===== src/rtl/mem_bus_master.sv =====
// Single-port RAM bus master arbitrating instruction fetch and data load/store.
// Handles sub-word lanes, sign/zero extension, wait states, misalignment and bus timeout.
module mem_bus_master #(
    parameter int XLEN    = 64,
    parameter int ADDR_W  = 64,
    parameter int ILEN    = 32,
    parameter int TIMEOUT = 16
) (
    input  logic                clk,
    input  logic                reset,
    input  logic                if_req,
    input  logic [ADDR_W-1:0]   if_addr,
    output logic                if_gnt,
    output logic                if_valid,
    output logic [ILEN-1:0]     if_instr,
    output logic                if_err,
    input  logic                d_req,
    input  logic                d_we,
    input  logic [1:0]          d_size,
    input  logic                d_unsigned,
    input  logic [ADDR_W-1:0]   d_addr,
    input  logic [XLEN-1:0]     d_wdata,
    output logic                d_gnt,
    output logic                d_valid,
    output logic [XLEN-1:0]     d_rdata,
    output logic                d_err,
    output logic [ADDR_W-1:0]   bus_addr,
    output logic [XLEN-1:0]     bus_wdata,
    output logic [XLEN/8-1:0]   bus_be,
    input  logic [XLEN-1:0]     bus_rdata,
    output logic                ram_cs,
    output logic                ram_we,
    output logic                ram_oe,
    input  logic                ram_ready
);

    localparam int OFF_W = $clog2(XLEN / 8);
    localparam int BE_W  = XLEN / 8;
    localparam int TMR_W = $clog2(TIMEOUT + 1);

    localparam logic [1:0] IDLE   = 2'd0;
    localparam logic [1:0] ACCESS = 2'd1;
    localparam logic [1:0] RESP   = 2'd2;

    logic [1:0]        state_q, state_d;
    logic              chan_q, chan_d;
    logic [ADDR_W-1:0] addr_q, addr_d;
    logic              we_q, we_d;
    logic [1:0]        size_q, size_d;
    logic              uns_q, uns_d;
    logic [XLEN-1:0]   wdata_q, wdata_d;
    logic [TMR_W-1:0]  timer_q, timer_d;
    logic [1:0]        arb_q, arb_d;
    logic [ILEN-1:0]   if_instr_q, if_instr_d;
    logic              if_err_q, if_err_d;
    logic [XLEN-1:0]   d_rdata_q, d_rdata_d;
    logic              d_err_q, d_err_d;

    logic              sel_data;
    logic [ADDR_W-1:0] req_addr;
    logic [1:0]        req_size;
    logic [2:0]        mis_mask;
    logic              req_mis;
    logic [OFF_W-1:0]  offset;
    logic [OFF_W+2:0]  bit_sh;
    logic [XLEN-1:0]   lane;
    logic [XLEN-1:0]   keep;
    logic [XLEN-1:0]   load_ext;
    logic              sign_bit;
    logic [7:0]        be_base;
    logic              in_access;

    // Data wins unless fetch has waited through two consecutive data grants.
    always_comb begin
        sel_data = d_req && !(if_req && arb_q == 2'd2);
        d_gnt    = (state_q == IDLE) && sel_data;
        if_gnt   = (state_q == IDLE) && if_req && !sel_data;
        req_addr = sel_data ? d_addr : if_addr;
        req_size = sel_data ? d_size : 2'd2;
        case (req_size)
            2'd0:    mis_mask = 3'b000;
            2'd1:    mis_mask = 3'b001;
            2'd2:    mis_mask = 3'b011;
            default: mis_mask = 3'b111;
        endcase
        req_mis = (|(req_addr[2:0] & mis_mask)) || (req_size == 2'd3 && XLEN == 32);
    end

    always_comb begin
        offset = addr_q[OFF_W-1:0];
        bit_sh = {offset, 3'b000};
        lane   = bus_rdata >> bit_sh;
        case (size_q)
            2'd0: begin
                keep     = XLEN'(8'hFF);
                sign_bit = lane[7];
                be_base  = 8'h01;
            end
            2'd1: begin
                keep     = XLEN'(16'hFFFF);
                sign_bit = lane[15];
                be_base  = 8'h03;
            end
            2'd2: begin
                keep     = XLEN'(32'hFFFF_FFFF);
                sign_bit = lane[31];
                be_base  = 8'h0F;
            end
            default: begin
                keep     = '1;
                sign_bit = 1'b0;
                be_base  = 8'hFF;
            end
        endcase
        load_ext = (lane & keep) | ((sign_bit && !uns_q) ? ~keep : '0);
    end

    // Bus and strobes derive only from registered state, so they are stable across ACCESS.
    always_comb begin
        in_access = (state_q == ACCESS);
        ram_cs    = in_access;
        ram_we    = in_access && we_q;
        ram_oe    = in_access && !we_q;
        bus_addr  = in_access ? {addr_q[ADDR_W-1:OFF_W], {OFF_W{1'b0}}} : '0;
        bus_be    = in_access ? (BE_W'(be_base) << offset) : '0;
        bus_wdata = in_access ? (wdata_q << bit_sh) : '0;
        if_valid  = (state_q == RESP) && !chan_q;
        d_valid   = (state_q == RESP) && chan_q;
        if_instr  = if_instr_q;
        if_err    = if_err_q;
        d_rdata   = d_rdata_q;
        d_err     = d_err_q;
    end

    always_comb begin
        state_d    = state_q;
        chan_d     = chan_q;
        addr_d     = addr_q;
        we_d       = we_q;
        size_d     = size_q;
        uns_d      = uns_q;
        wdata_d    = wdata_q;
        timer_d    = timer_q;
        arb_d      = arb_q;
        if_instr_d = if_instr_q;
        if_err_d   = if_err_q;
        d_rdata_d  = d_rdata_q;
        d_err_d    = d_err_q;
        case (state_q)
            IDLE: begin
                if (d_gnt || if_gnt) begin
                    chan_d  = d_gnt;
                    addr_d  = req_addr;
                    we_d    = d_gnt && d_we;
                    size_d  = req_size;
                    uns_d   = !d_gnt || d_unsigned;
                    wdata_d = d_gnt ? d_wdata : '0;
                    timer_d = '0;
                    if (if_gnt || !if_req) begin
                        arb_d = 2'd0;
                    end else begin
                        arb_d = arb_q + 2'd1;
                    end
                    // Misaligned requests skip the bus entirely and report an error.
                    if (req_mis) begin
                        state_d = RESP;
                        if (d_gnt) begin
                            d_err_d   = 1'b1;
                            d_rdata_d = '0;
                        end else begin
                            if_err_d   = 1'b1;
                            if_instr_d = '0;
                        end
                    end else begin
                        state_d = ACCESS;
                    end
                end
            end
            ACCESS: begin
                timer_d = timer_q + 1'b1;
                if (ram_ready) begin
                    state_d = RESP;
                    if (chan_q) begin
                        d_err_d   = 1'b0;
                        d_rdata_d = we_q ? '0 : load_ext;
                    end else begin
                        if_err_d   = 1'b0;
                        if_instr_d = lane[ILEN-1:0];
                    end
                end else if (timer_q == TMR_W'(TIMEOUT - 1)) begin
                    state_d = RESP;
                    if (chan_q) begin
                        d_err_d   = 1'b1;
                        d_rdata_d = '0;
                    end else begin
                        if_err_d   = 1'b1;
                        if_instr_d = '0;
                    end
                end
            end
            RESP: begin
                state_d = IDLE;
            end
            default: begin
                state_d = IDLE;
            end
        endcase
    end

    always_ff @(posedge clk or posedge reset) begin
        if (reset) begin
            state_q    <= IDLE;
            chan_q     <= 1'b0;
            addr_q     <= '0;
            we_q       <= 1'b0;
            size_q     <= 2'd0;
            uns_q      <= 1'b0;
            wdata_q    <= '0;
            timer_q    <= '0;
            arb_q      <= 2'd0;
            if_instr_q <= '0;
            if_err_q   <= 1'b0;
            d_rdata_q  <= '0;
            d_err_q    <= 1'b0;
        end else begin
            state_q    <= state_d;
            chan_q     <= chan_d;
            addr_q     <= addr_d;
            we_q       <= we_d;
            size_q     <= size_d;
            uns_q      <= uns_d;
            wdata_q    <= wdata_d;
            timer_q    <= timer_d;
            arb_q      <= arb_d;
            if_instr_q <= if_instr_d;
            if_err_q   <= if_err_d;
            d_rdata_q  <= d_rdata_d;
            d_err_q    <= d_err_d;
        end
    end

endmodule


===== config.mk =====
export PLATFORM = sky130hd
export DESIGN_NAME = mem_bus_master
export DESIGN_NICKNAME = d
export VERILOG_FILES = /design/src/rtl/mem_bus_master.sv
export SDC_FILE = /design/constraint.sdc
export NUM_CORES = 1
export LEC_CHECK = 0
export CORE_MARGIN = 2
export CORE_UTILIZATION = 35
export DETAILED_ROUTE_END_ITERATION = 8
export GPL_TIMING_DRIVEN = 0
export PLACE_DENSITY = 0.68
export SETUP_SLACK_MARGIN = 0.1
export SLEW_MARGIN = 25
export SYNTH_ARGS = -nofsm -noshare
export SYNTH_HDL_FRONTEND = slang
export SYNTH_SLANG_ARGS = --single-unit

===== constraint.sdc =====
create_clock -name clk -period 10.15 [get_ports clk]
set_input_delay 2.5375 -clock clk [delete_from_list [all_inputs] [get_ports clk]]
set_output_delay 2.5375 -clock clk [all_outputs]
set_load 0.05 [all_outputs]

==> reports/summary.md, run 1 <==
The tools report the final setup skew as 14.1 ps. For the number of buffers on the longest clock path, the log shows 3. The pre-CTS setup slack is 2190 ps. After layout, the worst setup slack is 2180 ps.

After detailed routing, the average wire length per cell comes to 26.7 um. TritonCTS built the clock tree. Leaving out filler cells and counting taps, the final layout contains 2441. By startpoint and endpoint, the worst setup path is classified as in2out.

The logs give 1 for the H-tree depth reported by CTS and 0 for the DRC violation count after routing. The number of core rows is 72, and the number of input and output port buffers inserted is 502. The cell sitting at the root of the clock tree is a clkbuf_16. The number of optimization iterations in the first detailed-route pass was 5; the reported max-cap violation count was 0. Yosys instantiated no cell more often than dfrtp_1.

Cells with a size suffix above 1 make up 9.24% of the layout. For the worst setup path, the data arrival time is 5440 ps. The part of the Yosys area used for sequential elements is 43.2%.

Dividing total power by cell area gives a power density of 297 nW/um2. The run finished with clean final reports. The number of enable-type register cells in the synthesized netlist is 0. The worst pin sits at a relative slew slack of 34.7%. Global routing used 30.7% of the available tracks. The via density per instance came out at 5.68. The number of antenna violations at the first check in global routing was 15; the top-level port count was 506. Entering global routing, the biggest net connects 96 pins.

The data required time of the worst path came out at 7610 ps. The logs give 65100 um for the post-detailed-routing wire length and 13900 for the via count. Across the VDD grid, the largest voltage drop is 137 uV. Once layout is complete, the utilization of the core stands at 53.3%.

The net count of the finished layout is 2161. For the instance count of the mapped netlist, the log shows 1357. For this design, the sink count on the clock tree is 240. The total power after layout was 6.15 mW; the post-synthesis sequential element count was 240.

The tools report the count of yosys warnings during synthesis as 0. In the synthesized netlist the dominant register cell turns out to be dfrtp_1. The first-pass GRT wire length is 94300 um, and the insertion delay of the later-clocked pin in the worst-skew pair is 560 ps. The share of flip-flops with an asynchronous set or reset after synthesis works out to 100%. Relative to the synthesized area, the layout overhead comes to 49.2%. Counting tap cells, the placed design contains a total of 2381 instances. Once detailed placement completed, the half-perimeter wirelength came to 50800 um. Post-CTS repair changed the size of 0 cells.

The shortest clock period the worst path allows after layout came out at 7970 ps. Setup repair after global routing left no endpoint under its margin. The remaining global-route overflow came out at 0. In this run, the number of DRC markers left after iteration 0 of detailed routing was 1230. The highest fanout seen on the critical path is 10, and the final number of hold-violating endpoints is 0. At the pin with the least slew margin, the transition time is 980 ps.

For this run, the top clock speed supported by timing is 125 MHz. The number of distinct library cell variants in the gate-level netlist after synthesis was 59. Dividing the synthesized area by the synthesized cell count gives 10.2 um2. The full die area was 41300 um2; the post-cts hold buffer count was 0.

Cell taking the most area after synthesis: dfrtp_1. TritonCTS created 28 clock buffers. For the fill cell total of the finished layout, the log shows 3581. STA classifies the critical path startpoint as a primary input. The die span in y works out to 203 um. In the post-synthesis netlist, the biggest area contributors are dfrtp_1 43%, mux2i_1 14%, a22o_1 7.3%, mux4_2 6.3%, o21ai_0 4.1%. In this run the remaining antenna-violating nets after routing total 0. Sorting the synthesized cells by how often they occur yields 240 x dfrtp_1, 191 x mux2i_1, 148 x nand2_1. The congestion estimate from routability-driven global placement came to 0.943. After layout, the worst path uses 78.5% of the clock period. After clock tree synthesis, the clock-pin slew on the worst setup and hold paths is 60 ps. Setup violations remaining at the end of the flow were counted as 0.

The via count of the first global-routing pass was 14100; the final max-slew violation count was 0. The number of setup buffers added after CTS was 0; the effective utilization at floorplan was 35.7%. The static leakage power is 8.92 nW, and the area share of the leading cell type in the synthesized netlist is 43.2%. In this run the horizontal extent of the chip is 203 um. Summed instance area of the synthesized netlist: 13900 um2.

The core region is 38900 um2. In this run the worst hold path is classified as reg2reg. STA classifies the critical path endpoint as a primary output.
## worst paths after layout
| check | slack (ps) | depth (start not counted) | end | from |
|---|---|---|---|---|
| max | 2180 | 6 | d_gnt | d_req |
| min | 470 | 2 | addr_q[45]$_DFFE_PP0P_ | addr_q[45]$_DFFE_PP0P_ |
| max reg2reg | 7250 | 7 | addr_q[62]$_DFFE_PP0P_ | state_q[1]$_DFFE_PP0P_ |
| min reg2reg | 470 | 2 | addr_q[45]$_DFFE_PP0P_ | addr_q[45]$_DFFE_PP0P_ |
| max in group asynchronous | 6450 | 4 | if_instr[18]$_DFFE_PP0P_ | reset |
| min in group asynchronous | 2470 | 2 | wdata_q[30]$_DFFE_PP0P_ | reset |
## where the power goes
group	switching (mW)	internal, mW	leakage (nW)
clock	0.427	0.753	0.532
sequential	0.338	1.30	3.13
combinational	2.08	1.25	5.26
total	2.85	3.31	8.92
## worst max-delay path: stages
cell and delay [ps]:
clkdlybuf4s50_1 520, a21boi_1 400, and2_1 180, buf_2 290, clkbuf_1 540, clkdlybuf4s50_1 960
## flip-flops by register name (all words and copies together) (netlist names)
name      flops
wdata_q      64
timer_q       5
we_q          1
chan_q        1
size_q        2
d_err         1
if_instr     32
addr_q       64
arb_q         2
state_q       2
d_rdata      64
if_err        1
uns_q         1
## per-layer routing
metal / up-vias / part of all wire, % / GRT usage [%]
li1: 6015 / - / -
met1: 6920 / 39 / 39.2
met2: 799 / 48 / 51.8
met3: 121 / 9.5 / 6.74
met4: 10 / 3.3 / 10.1
met5: - / 0.094 / 0
## layout make-up
cell class / count / area, um2 / area share [%]
inverter: 12 / 52.6 / 0.253
clock buffer: 37 / 796 / 3.84
sequential: 240 / 6010 / 29.0
tap: 518 / 648 / 3.13
clock inverter: 15 / 283 / 1.36
antenna: 8 / 20.0 / 0.0965
timing repair buffer: 504 / 5080 / 24.5
buffer: 128 / 573 / 2.76
multi-input combinational: 979 / 7280 / 35.1
## stage by stage
stage	cell area, um2	hold slack [ps]	TNS (ps)
2_1_floorplan	13900	442	0
3_3_place_gp	19600	453	-523300
3_5_place_dp	19600	462	0
4_1_cts	20700	476	0
5_1_grt	20700	494	0
6_report	20700	470	0
## kinds of logic (layout without fill, tap and decap cells)
kind of cell | after synthesis | in the layout | synth area share [%]
AO/OA/AOI/OAI | 349 | 349 | 18.0
XOR/XNOR | 2 | 2 | 0.126
adder cells (fa/ha/maj) | 3 | 3 | 0.270
buffers and inverters | 140 | 696 | 4.45
flip-flops | 240 | 240 | 43.2
multiplexers | 245 | 245 | 21.3
other | 1 | 11 | 0.0270
AND/OR/NAND/NOR | 377 | 377 | 12.6
## placed cells by master, fill, tap and decap left out, drive strengths merged, types with 13 or more instances in the layout
cell / netlist / final
nand2: 148 / 148
and2: 80 / 80
o21ai: 121 / 121
nand2b: 13 / 13
a22o: 116 / 116
mux2i: 191 / 191
and3: 13 / 13
a21oi: 30 / 30
clkbuf: 72 / 109
mux2: 15 / 15
dfrtp: 240 / 240
mux4: 39 / 39
nor2: 91 / 91
clkdlybuf4s50: 0 / 502
buf: 56 / 58
a211o: 14 / 14
(Power assumes the default switching activity.)
==> inputs of run 2 (changes only) <==
Settings changed: PLACE_DENSITY 0.68 to 0.71.
Clock period 10.15 ns to 7.1 ns, I/O delays scaled along.
==> run 2 against run 1 <==
Worst setup slack got worse by 1400 ps. Worst hold slack improved by 1.2 ps. Clock power rose by 37%. Design area rose by 0.49%. Register-to-register slack got worse by 3100 ps. Critical path depth did not move. Cell count rose by 0.33%. Power rose by 43%. First-iteration DRC count rose by 1.7%. Utilization rose by 0.26 points. Largest cell class unchanged. Highest routed layer unchanged.
==> reports/summary.md, run 2 (synthesized netlist as in run 1, its figures left out) <==
The run finished with clean final reports. Sink count of the clock tree: 240 (unchanged). The number of buffers on the longest clock path is 3 (unchanged), and the effective utilization at floorplan is 35.7% (unchanged). The number of antenna-violating nets in the routed design is 0 (unchanged). The number of input and output port buffers inserted was 502 (unchanged); the actual transition at the worst max-transition pin was 1020 ps (+35.5 ps). The power density normalized to cell area was 423 nW/um2 (+42%). The highest-delay cell along the critical path was clkdlybuf4s50_1.

For the static leakage power, the log shows 8.97 nW (+0.49%). The routed wirelength normalized by instance count is 27.0 um (+1.3%), and the final hold slack is 472 ps (+1.23 ps). Fill cell total of the finished layout: 3505 (-2.1%).

The min-delay analysis places its worst path in the category reg2reg. The library cells used most frequently in the layout, excluding fill and tap cells, are 502 x clkdlybuf4s50_1, 240 x dfrtp_1, 191 x mux2i_1, 148 x nand2_1, 116 x a22o_1. The critical path goes through clkdlybuf4s50_1 > a21boi_1 > and2_1 > buf_2 > clkbuf_1 > clkdlybuf4s50_1. The via count of the first global-routing pass is 14400 (+2.2%). TritonCTS built the clock tree. Number of cells upsized or downsized after cts: 0 (unchanged).

The full die area was 41300 um2 (unchanged). The worst IR drop on VDD was 190 uV (+38%). Area growth from synthesis to final layout: 50.0%.

The via count is 13900 (+0.21%), and the global placement routability congestion is 0.985 (+4.5%). The number of antenna violations at the first check in global routing was 15 (unchanged). The final setup slack of the worst path came out at 734 ps (-1440 ps). The tools report the startpoint of the tightest hold check path as addr_q[60]$_DFFE_PP0P_.

Share of final-layout standard cells stronger than drive strength 1: 9.68% (+0.43 points). The tree is rooted in a clkbuf_16. The logs give 0 (unchanged) for the final number of hold-violating endpoints and 0 (unchanged) for the number of setup buffers added after CTS. The largest net degree at the start of global routing was 33 (-66%); the via density per instance was 5.67 (-0.12%). The top-level port count is 506 (unchanged), and the number of core rows is 72 (unchanged). The cell family contributing the most delay on the critical path is buffers and inverters. Timing would allow up to 157 MHz.

The final cycle utilization of the critical path was 89.7%. The logs give 749 ps (-1440 ps) for the pre-CTS setup slack and 6 (+1) for the number of optimization iterations in the first detailed-route pass. The critical path arrival was 4590 ps (-850 ps); the highest fanout seen on the critical path was 10 (unchanged).

The count of non-filler cells in the finished layout was 2449 (+0.33%). Setup repair after global routing left no endpoint under its margin. Startpoint of the most critical register-to-register path: state_q[1]$_DFFE_PP0P_. The remaining global-route overflow was 0 (unchanged). Critical setup path kind: in2out. The run gives 32.3% (-2.4 points) as the normalized max-slew margin. The DRC violation count after routing is 0 (unchanged), and the data required time of the worst path is 5330 ps (-2280 ps). The delay contributed by the slowest stage of the critical path was 940 ps (-20 ps); the instance count after placement with tap cells included was 2388 (+0.29%). The count of buffer and inverter cells on the critical path was 4 (unchanged); the horizontal die dimension was 203 um (unchanged). The first-pass GRT wire length is 95900 um (+1.7%), and the post-detailed-routing wire length is 66100 um (+1.6%).

The run gives 0 (unchanged) as the post-cts hold buffer count. The most frequent standard cell in the layout excluding fill and tap cells was clkdlybuf4s50_1. The global routing usage summed across all routing layers was 31.3% (+0.53 points). The count of routing violations after the opening detailed-route iteration was 1251 (+1.7%); the number of setup violations in the final report was 0 (unchanged). For the insertion delay of the later-clocked pin in the worst-skew pair, the log shows 560 ps (about the same).

The clock-pin slew reported for the worst setup and hold paths after clock tree synthesis was 60 ps (about the same). The number of CTS-inserted buffers came out at 28 (unchanged). The kind of start point of the critical path was a primary input. The H-tree depth reported by CTS was 1 (unchanged). The tools report the total half-perimeter wirelength after legalization and detailed placement as 51500 um (+1.3%).

The run gives 0 ps (unchanged) as the accumulated negative setup slack. Cell with the most instances on the worst path: clkdlybuf4s50_1. The reported max-cap violation count is 0 (unchanged), and the shortest clock period the worst path allows after layout is 6370 ps. The final max-slew violation count is 0 (unchanged), and the die span in y is 203 um (unchanged). The final net count was 2168 (+0.32%). The worst setup path is captured at a primary output.

The area of the core came out at 38900 um2 (unchanged). Tracing the worst setup path back leads to its startpoint at d_req. For the final setup skew, the log shows 13.3 ps (-0.801 ps).
-- run 2: cell type report --
type	instances	area [um2]	share of cell area [%]
multi-input cells	979	7280	34.9
well taps	518	648	3.11
inverters	12	48.8	0.234
flip-flops and latches	240	6010	28.8
plain buffers	128	573	2.75
repair buffers	511	5230	25.1
clock buffers	38	830	3.98
clock inverters	14	205	0.985
diodes	9	22.5	0.108
-- run 2: per-stage QoR --
| stage | power (mW) | area [um2] | utilization [%] |
|---|---|---|---|
| 6_report | 8.80 | 20800 | 53.5 |
| 5_1_grt | 9.18 | 20800 | 53.5 |
| 4_1_cts | 8.76 | 20800 | 53.5 |
| 3_5_place_dp | 7.11 | 19800 | 50.8 |
| 3_3_place_gp | 7.02 | 19600 | 50.3 |
| 2_1_floorplan | 5.30 | 13900 | - |
-- run 2: final timing paths --
kind	to	slack (ps)	cells after the start
setup / recovery	d_gnt	730	6
hold / removal	addr_q[60]$_DFFE_PP0P_	470	2
setup reg to reg	addr_q[2]$_DFFE_PP0P_	4180	8
hold reg to reg	addr_q[60]$_DFFE_PP0P_	470	2
max in group asynchronous	if_instr[16]$_DFFE_PP0P_	4440	6
min in group asynchronous	wdata_q[49]$_DFFE_PP0P_	1540	2
-- run 2: worst min-delay path, cell delays in order (launching register included) --
cell     delay [ps]
dfrtp_1         340
nand2_1          40
o21ai_0          60
-- run 2: per-layer routing --
layer / global-route usage [%] / wire (um)
met1: 38.5 / 25200
met2: 52.7 / 32000
met3: 7.53 / 5990
met4: 12.7 / 2880
met5: 0 / 101
-- run 2: where the power goes --
group | internal [mW] | switching [mW] | leakage, nW | total, mW
clock network | 0.999 | 0.621 | 0.513 | 1.62
registers | 1.86 | 0.488 | 3.13 | 2.35
logic | 1.79 | 3.04 | 5.32 | 4.83
==> RTL edit (flow settings as in run 1) <==
Make the reset (`reset`) synchronous in one clocked block.
--- a/src/rtl/mem_bus_master.sv
+++ b/src/rtl/mem_bus_master.sv
@@ -209,3 +209,3 @@
 
-    always_ff @(posedge clk or posedge reset) begin
+    always_ff @(posedge clk) begin
         if (reset) begin
Formal check against the unedited RTL: differs if reset is asserted again (counterexample within 4 cycles, from zero or initial values and one cycle with reset high); with reset held inactive, the same outputs for 4 cycles.
==> RTL edit against run 1 <==
  * Wire length fell by 5.3%
  * Area after synthesis fell by 7.2%
  * Design area fell by 6.4%
  * Sequential cell count did not move
  * Setup slack improved by 160 ps
  * Critical endpoint is now if_gnt
  * Highest routed layer unchanged
Power is not compared: it rests on default switching activity, and its combinational part moved more than twofold at a synthesized area within 25%.
==> RTL edit: results (changes against run 1) <==
status: "finished clean"  # unchanged
async_reset_ff_share_pct: 0  # was 100%
drive_above_1_share_pct: 10.0  # was 9.24%
cpPeakStageDelay_ps: 820  # was 960 ps
synth_area_leaders: "dfxtp_1, mux4_2, a22o_1"  # was dfrtp_1, mux2i_1, a22o_1
yosysSeqAreaShare_pct: 37.2  # was 43.2%
num-fill-cells: 3338  # was 3,581
timing.rr.start: "arb_q[0]$_SDFFE_PP0P_"  # was state_q[1]$_DFFE_PP0P_
first_global_vias: 14000  # was 14.1k
gp_congestion: 0.993  # was 0.943
routed_wl_um: 61600  # was 65,100 um
netlist_top_cells_count: "dfxtp_1, nand2_1, nor2_1, a22o_1, clkbuf_1"  # was dfrtp_1, mux2i_1, nand2_1, a22o_1, o21ai_0
pre_cts_ws_ps: 2360  # was 2190 ps
arrival_ps: 5280  # was 5440 ps
hold_end: "d_rdata[58]$_SDFFE_PP0P_"  # was addr_q[45]$_DFFE_PP0P_
hp-start: "d_rdata[58]$_SDFFE_PP0P_"  # was addr_q[45]$_DFFE_PP0P_
rr_endpoint: "wdata_q[35]$_SDFFE_PP0P_"  # was addr_q[62]$_DFFE_PP0P_
grt_use_total_pct: 31.0  # was 30.7%
seqCellArea_mm2: 0.00480  # was 0.00601 mm^2
avgViaCountPerCell: 5.76  # was 5.68
wl_per_cell_um: 25.3  # was 26.7 um
grt_pass1_wl_um: 90000  # was 94,300 um
drt_pass1_iterations: 6  # was 5
first_iter_violations: 1139  # was 1,230
r2r_setup_slack_ps: 7060  # was 7250 ps
grt_start_max_net_pins: 15  # was 96
[RTL edit: critical path: cells and delay by family]
kind | cells | cell delay (ps)
AO/OA/AOI/OAI | 1 | 210
buffers and inverters | 4 | 2280
AND/OR/NAND/NOR | 1 | 230
[RTL edit: logic make-up (layout without fill, tap and decap cells)]
group,count (synthesis),after routing,share of synthesized area (%)
compound gates,362,362,22.4
xor+xnor,2,2,0.136
fa+ha+maj,3,3,0.291
buf+inv,152,703,4.98
flops,240,240,37.2
mux,167,167,17.9
other cells,1,6,0.0291
simple gates,488,488,17.0
[RTL edit: layout make-up]
class | instances | share of cell area [%]
Inverter | 10 | 0.193
Buffer | 142 | 3.11
Clock inverter | 14 | 0.754
Clock buffer | 35 | 3.80
Sequential cell | 240 | 24.7
Antenna cell | 3 | 0.0387
Tap cell | 468 | 3.02
Timing Repair Buffer | 502 | 25.9
Multi-Input combinational cell | 1025 | 38.5
[RTL edit: report_power, final]
part           switching, mW  internal (mW)  leakage (nW)
Sequential            0.0490           1.00          1.96
Combinational          0.504          0.343          4.85
Clock                  0.433          0.566         0.427
[RTL edit: metal layers]
metal,vias to the layer above,track usage (%),routed length [um]
met5,-,0,42
met4,6,12.6,2840
met3,146,6.86,5510
met2,841,52.9,29200
met1,6746,37.8,24100
li1,6301,-,-
[RTL edit: worst max-delay path by stage]
stage	slack (ps)	cells past startpoint	from	to
floorplan	3820	6	addr_q[2]$_SDFFE_PP0P_	bus_be[6]
global placement	2360	6	if_req	if_gnt
detailed placement	2360	6	if_req	if_gnt
CTS	2360	6	if_req	if_gnt
global route	2250	6	if_req	if_gnt
finish	2330	6	if_req	if_gnt
